## config.mk

```make
export PLATFORM = sky130hd
export DESIGN_NAME = umac_cmd_seq
export DESIGN_NICKNAME = d
export VERILOG_FILES = /design/src/rtl/umac_cmd_seq.sv
export SDC_FILE = /design/constraint.sdc
export NUM_CORES = 1
export LEC_CHECK = 0
export ABC_AREA = 1
export BUFFER_PORTS_ARGS = -buffer_cell sky130_fd_sc_hd__buf_2
export CORE_ASPECT_RATIO = 0.8
export CORE_MARGIN = 2
export CORE_UTILIZATION = 50
export DETAILED_ROUTE_END_ITERATION = 6
export PLACE_DENSITY = 0.74
export SLEW_MARGIN = 25
export SYNTH_ARGS = -nofsm -noshare
export SYNTH_HDL_FRONTEND = slang
export SYNTH_SLANG_ARGS = --single-unit
```

## constraint.sdc

```tcl
create_clock -name i_clk -period 5.65 [get_ports i_clk]
set_input_delay 0.2825 -clock i_clk [delete_from_list [all_inputs] [get_ports i_clk]]
set_output_delay 0.2825 -clock i_clk [all_outputs]
set_load 0.05 [all_outputs]
```

## src/rtl/umac_cmd_seq.sv

```systemverilog
// Command sequencer for the uMac block: queues operand sets, issues one at a time,
// waits out the uMac output register, and hands each result back with its tag.
module umac_cmd_seq #(
   parameter int DEPTH = 4,
   parameter int AW    = 2
) (
   input  logic          i_clk,
   input  logic          i_rst,
   input  logic          i_cmd_valid,
   output logic          o_cmd_ready,
   input  logic [15:0]   i_cmd_a1,
   input  logic [15:0]   i_cmd_a2,
   input  logic [15:0]   i_cmd_b1,
   input  logic [15:0]   i_cmd_b2,
   input  logic          i_cmd_mode,
   input  logic [1:0]    i_cmd_task,
   input  logic [3:0]    i_cmd_tag,
   output logic [15:0]   o_mac_a1,
   output logic [15:0]   o_mac_a2,
   output logic [15:0]   o_mac_b1,
   output logic [15:0]   o_mac_b2,
   output logic          o_mac_mode,
   output logic [1:0]    o_mac_task,
   input  logic [31:0]   i_mac_out1,
   input  logic [31:0]   i_mac_out2,
   output logic          o_res_valid,
   input  logic          i_res_ready,
   output logic [31:0]   o_res_out1,
   output logic [31:0]   o_res_out2,
   output logic [3:0]    o_res_tag,
   output logic [AW:0]   o_count,
   output logic          o_busy
);

   // Entry layout: {a1, a2, b1, b2, mode, task, tag}
   localparam int        EW       = 71;
   localparam logic [AW:0] FULL_CNT = (AW+1)'(DEPTH);

   typedef enum logic [1:0] {IDLE, ISSUE, CAPTURE, HOLD} state_t;

   state_t          state_q, state_d;
   logic [EW-1:0]   mem_q [DEPTH];
   logic [AW-1:0]   wr_ptr_q, wr_ptr_d;
   logic [AW-1:0]   rd_ptr_q, rd_ptr_d;
   logic [AW:0]     count_q, count_d;
   logic            push, pop;

   logic [15:0]     mac_a1_q, mac_a1_d;
   logic [15:0]     mac_a2_q, mac_a2_d;
   logic [15:0]     mac_b1_q, mac_b1_d;
   logic [15:0]     mac_b2_q, mac_b2_d;
   logic            mac_mode_q, mac_mode_d;
   logic [1:0]      mac_task_q, mac_task_d;
   logic [3:0]      issue_tag_q, issue_tag_d;

   logic            res_valid_q, res_valid_d;
   logic [31:0]     res_out1_q, res_out1_d;
   logic [31:0]     res_out2_q, res_out2_d;
   logic [3:0]      res_tag_q, res_tag_d;

   always_comb begin
      state_d     = state_q;
      wr_ptr_d    = wr_ptr_q;
      rd_ptr_d    = rd_ptr_q;
      count_d     = count_q;
      mac_a1_d    = mac_a1_q;
      mac_a2_d    = mac_a2_q;
      mac_b1_d    = mac_b1_q;
      mac_b2_d    = mac_b2_q;
      mac_mode_d  = mac_mode_q;
      mac_task_d  = mac_task_q;
      issue_tag_d = issue_tag_q;
      res_valid_d = res_valid_q;
      res_out1_d  = res_out1_q;
      res_out2_d  = res_out2_q;
      res_tag_d   = res_tag_q;
      // A full FIFO refuses the push even when a pop frees a slot this cycle
      push        = i_cmd_valid && (count_q != FULL_CNT);
      pop         = 1'b0;

      case (state_q)
         IDLE: begin
            if (count_q != '0) begin
               pop     = 1'b1;
               state_d = ISSUE;
            end
         end
         ISSUE: begin
            state_d = CAPTURE;
         end
         CAPTURE: begin
            res_out1_d  = i_mac_out1;
            res_out2_d  = i_mac_out2;
            res_tag_d   = issue_tag_q;
            res_valid_d = 1'b1;
            state_d     = HOLD;
         end
         HOLD: begin
            if (i_res_ready) begin
               res_valid_d = 1'b0;
               if (count_q != '0) begin
                  pop     = 1'b1;
                  state_d = ISSUE;
               end else begin
                  state_d = IDLE;
               end
            end
         end
         default: state_d = IDLE;
      endcase

      if (pop) begin
         {mac_a1_d, mac_a2_d, mac_b1_d, mac_b2_d,
          mac_mode_d, mac_task_d, issue_tag_d} = mem_q[rd_ptr_q];
         rd_ptr_d = rd_ptr_q + AW'(1);
      end
      if (push) begin
         wr_ptr_d = wr_ptr_q + AW'(1);
      end

      case ({push, pop})
         2'b10:   count_d = count_q + (AW+1)'(1);
         2'b01:   count_d = count_q - (AW+1)'(1);
         default: count_d = count_q;
      endcase
   end

   // Storage carries no reset; only occupancy and pointers define what is valid
   always_ff @(posedge i_clk) begin
      if (push) begin
         mem_q[wr_ptr_q] <= {i_cmd_a1, i_cmd_a2, i_cmd_b1, i_cmd_b2,
                             i_cmd_mode, i_cmd_task, i_cmd_tag};
      end
   end

   always_ff @(posedge i_clk or posedge i_rst) begin
      if (i_rst) begin
         state_q     <= IDLE;
         wr_ptr_q    <= '0;
         rd_ptr_q    <= '0;
         count_q     <= '0;
         mac_a1_q    <= '0;
         mac_a2_q    <= '0;
         mac_b1_q    <= '0;
         mac_b2_q    <= '0;
         mac_mode_q  <= 1'b0;
         mac_task_q  <= '0;
         issue_tag_q <= '0;
         res_valid_q <= 1'b0;
         res_out1_q  <= '0;
         res_out2_q  <= '0;
         res_tag_q   <= '0;
      end else begin
         state_q     <= state_d;
         wr_ptr_q    <= wr_ptr_d;
         rd_ptr_q    <= rd_ptr_d;
         count_q     <= count_d;
         mac_a1_q    <= mac_a1_d;
         mac_a2_q    <= mac_a2_d;
         mac_b1_q    <= mac_b1_d;
         mac_b2_q    <= mac_b2_d;
         mac_mode_q  <= mac_mode_d;
         mac_task_q  <= mac_task_d;
         issue_tag_q <= issue_tag_d;
         res_valid_q <= res_valid_d;
         res_out1_q  <= res_out1_d;
         res_out2_q  <= res_out2_d;
         res_tag_q   <= res_tag_d;
      end
   end

   assign o_cmd_ready = (count_q != FULL_CNT);
   assign o_count     = count_q;
   assign o_busy      = (state_q != IDLE) || (count_q != '0);
   assign o_mac_a1    = mac_a1_q;
   assign o_mac_a2    = mac_a2_q;
   assign o_mac_b1    = mac_b1_q;
   assign o_mac_b2    = mac_b2_q;
   assign o_mac_mode  = mac_mode_q;
   assign o_mac_task  = mac_task_q;
   assign o_res_valid = res_valid_q;
   assign o_res_out1  = res_out1_q;
   assign o_res_out2  = res_out2_q;
   assign o_res_tag   = res_tag_q;

endmodule

```

==> impl_summary.txt <==
----------------------------------------------------
[Synthesis]
  Post-synthesis mux area share ... 4.40%
  Area of the mapped netlist ... 17400 µm²
  Net count after synthesis ... 1711
  Top-area cell type share of the netlist area ... 49.0%
  Post-synthesis instance total ... 1562
  Yosys warnings ... 0
  Area fraction in compound gates after synthesis ... 0.245%
  Post-Synth Adder-Cell Area ... 0.763%
  Sequential fraction of the synthesis area ... 70.5%
  Ranking of synthesized cells by area ... sky130_fd_sc_hd__edfxtp_1 49%, sky130_fd_sc_hd__dfrtp_1 21%, sky130_fd_sc_hd__nand2_1 16%
  Post-synth cell types ... 23
  Largest family of logic cells by synthesized area ... simple AND/OR/NAND/NOR gates
  Area fraction in and, or, nand and nor cells after synthesis ... 18.1%
  Area share of xor/xnor cells in the synthesized design ... 0.201%
  Post-synthesis sequential element count ... 433
  Post-synthesis area per instance ... 11.1 µm²
  Post-synthesis cell type with the largest combined area ... sky130_fd_sc_hd__edfxtp_1

[CTS]
  Clk Tree Root Cell ... sky130_fd_sc_hd__clkbuf_16
  Post-CTS clock slew at the launch and capture registers of the worst setup and hold paths ... 0.06 ns
  CTS max path bufs ... 3
  Maximum level of the CTS H-tree ... 2
  Post-cts sizing count ... 0
  CTS Hold Bufs ... 134
  Total CTS buffers ... 43
  Number of sinks handled by clock tree synthesis ... 433
  Clock tree from TritonCTS ... done
  Setup repair bufs after CTS ... 0
  Worst-Skew Late Latency ... 0.56 ns

[Critical path]
  CP Class ... reg2reg
  Startpoint of the most critical register-to-register path ... state_q[0]$_DFFE_PP0P_
  Largest driver fanout on the critical path ... 75
  Worst reg2reg endpoint ... o_count[2]$_DFFE_PP0P_
  Kind of end point of the critical path ... register
  Number of cells on the worst reg-to-reg path ... 11
  Register-to-Register Setup Slack ... 2.45 ns
  Critical Path Source Type ... register
  Data arrival time of the critical path ... 3.67 ns
  Required time of the critical path ... 6.12 ns

[Finish]
  Share of final-layout standard cells stronger than drive strength 1 ... 22.0%
  Top library cells by usage in the layout, fill and taps aside ... 726 x sky130_fd_sc_hd__nand2_1, 284 x sky130_fd_sc_hd__edfxtp_1, 279 x sky130_fd_sc_hd__buf_2
  Area growth syn-to-layout ... 26.2%
  Fin area ... 21900 µm²
  Nets@finish ... 2114
  Number of standard cells in the final layout excluding fillers ... 2480
  Most common cell after layout, fill and taps aside ... sky130_fd_sc_hd__nand2_1

[Timing]
  Number of pins exceeding their max-slew limit in the final report ... 0
  Peak clock frequency supported by timing ... 312 MHz
  Fin. Hold Viols ... 0
  Final-report setup violation count ... 0
  Worst Max-Slew Pin Slew ... 1.04 ns
  Layout Skew ... 0.0217 ns
  RSZ-0062 raised after global routing ... false
  Post-Route Setup TNS ... 0 ns
  Hold Slack ... 0.0724 ns
  Final Critical Period ... 3.20 ns
  Max-slew headroom at the worst pin ... 30.9%
  Post-route clock period utilization ... 56.7%

[Place]
  PortBufs ... 279
  Cell total after placement ... 2258
  HPWL Detailed ... 22000 µm
  Weighted congestion reported at the end of routability-driven placement ... 0.746
  Instance area at placement ... 19100 µm²

[Drt]
  Initial detailed-routing violation count ... 844
  Count of unresolved DRC violations after routing ... 0
  Number of nets with antenna violations after detailed routing ... 0
  First-pass detailed-route iteration total ... 5
  Count of vias placed by the detailed router ... 11800
  Drt wl/cell ... 16.2 µm
  Average via count per standard cell ... 4.77
  Sum of routed wire length over all layers ... 40100 µm

[Hold path]
  Worst Hold Endpoint ... o_res_out2[26]$_DFFE_PP0P_
  Hold Path Cell Cnt ... 2
  Path type of the worst min-delay path ... in2reg
  Origin of the worst min-delay path ... i_mac_out2[26]

[Floorplan]
  Area enclosed by the die boundary ... 36300 µm²
  Number of primary I/O pins ... 280
  Standard cell core area ... 34500 µm²
  Site row count ... 61
  Die Y ... 171 µm
  DIE WIDTH ... 213 µm
  Initial core utilization ... 50.4%

[Power]
  Design Power ... 13.3 mW
  Worst VDD drop ... 0.000350 V
  Power per standard cell area ... 608 nW/µm²
  Total leakage power ... 10.2 nW

[Global route]
  Remaining Overflow, GRT ... 0
  Vias in the first global route ... 11900
  Initial antenna violation count ... 7
  Global-route wire length before repair ... 61700 µm
  Maximum number of pins on one net before global-route repair ... 107
  Combined global-route utilization of all metal layers ... 22.0%

[Status]
  Run status ... finished, final reports clean

[Flow run]
  Max-cap violation count ... 0

----------------------------------------------------
-- through the flow --
stage | utilization, % | setup WS (ns)
6_report | 63.6 | 2.45
5_1_grt | 63.6 | 2.14
4_1_cts | 63.5 | 2.44
3_5_place_dp | 55.4 | 2.46
3_3_place_gp | 55.4 | 2.59
2_1_floorplan | - | 0.696
-- worst max-delay path by stage --
stage	from	to	cells past startpoint
floorplan	o_count[0]$_DFFE_PP0P_	mem_q[0][0]$_DFFE_PP_	4
global placement	state_q[0]$_DFFE_PP0P_	o_count[2]$_DFFE_PP0P_	11
detailed placement	state_q[0]$_DFFE_PP0P_	o_count[2]$_DFFE_PP0P_	11
CTS	state_q[0]$_DFFE_PP0P_	o_count[2]$_DFFE_PP0P_	11
global route	state_q[1]$_DFFE_PP0P_	o_count[2]$_DFFE_PP0P_	11
finish	state_q[0]$_DFFE_PP0P_	o_count[2]$_DFFE_PP0P_	11
-- layer usage --
metal	vias to the layer above	global-route usage [%]	share of wire (%)
met5	-	0	0
met4	0	7.42	2.6
met3	82	5.03	7.4
met2	397	38.7	49
met1	5544	27.0	41
li1	5795	-	-
-- critical path: stages, from the launching register on --
cell and delay, ns:
sky130_fd_sc_hd__dfrtp_1 0.39, sky130_fd_sc_hd__inv_1 0.11, sky130_fd_sc_hd__ha_1 0.31, sky130_fd_sc_hd__inv_1 0.11, sky130_fd_sc_hd__nand3_4 0.75, sky130_fd_sc_hd__inv_2 0.26
sky130_fd_sc_hd__ha_1 0.17, sky130_fd_sc_hd__inv_1 0.07, sky130_fd_sc_hd__fa_1 0.40, sky130_fd_sc_hd__or2_2 0.30, sky130_fd_sc_hd__nand2_1 0.08, sky130_fd_sc_hd__xor2_1 0.14
-- logic make-up (layout without fill, tap and decap cells) --
family,after synthesis,in the layout
simple gates,809,809
flops,433,433
buf+inv,230,668
mux,68,68
fa+ha+maj,10,10
compound gates,8,8
xor+xnor,4,4
other cells,0,8
-- area by class of cell --
class / count / area [µm²]
Antenna cell: 8 / 20.0
Clock buffer: 62 / 1220
Clock inverter: 18 / 230
Fill cell: 2636 / 12600
Inverter: 161 / 617
Multi-Input combinational cell: 899 / 4160
Sequential cell: 433 / 12300
Tap cell: 472 / 591
Timing Repair Buffer: 427 / 2840
-- cells in the mapped netlist, drive strengths merged --
cell type / number
xnor2: 2
a21oi: 4
or2: 2
xor2: 2
nand3: 74
o211ai: 1
nand2: 726
inv: 161
clkbuf: 3
dfrtp: 149
edfxtp: 284
nor2: 7
ha: 9
o21ai: 3
fa: 1
buf: 66
mux2: 68
-- sequential cells by signal, summed over array words and instances (netlist names), 3 cells and up --
register     cells
mem_q          284
o_res_out2      32
o_count          3
o_mac_b1        16
o_mac_b2        16
issue_tag_q      4
o_mac_a1        16
o_mac_a2        16
o_res_out1      32
o_res_tag        4
-- where the power goes --
part / total, mW / leakage (nW) / switching [mW] / internal [mW]
Combinational: 5.46 / 5.15 / 3.99 / 1.47
Sequential: 4.98 / 4.39 / 0.585 / 4.39
Clock: 2.90 / 0.708 / 1.16 / 1.73
Note: power is estimated with default switching activity, not from simulation.
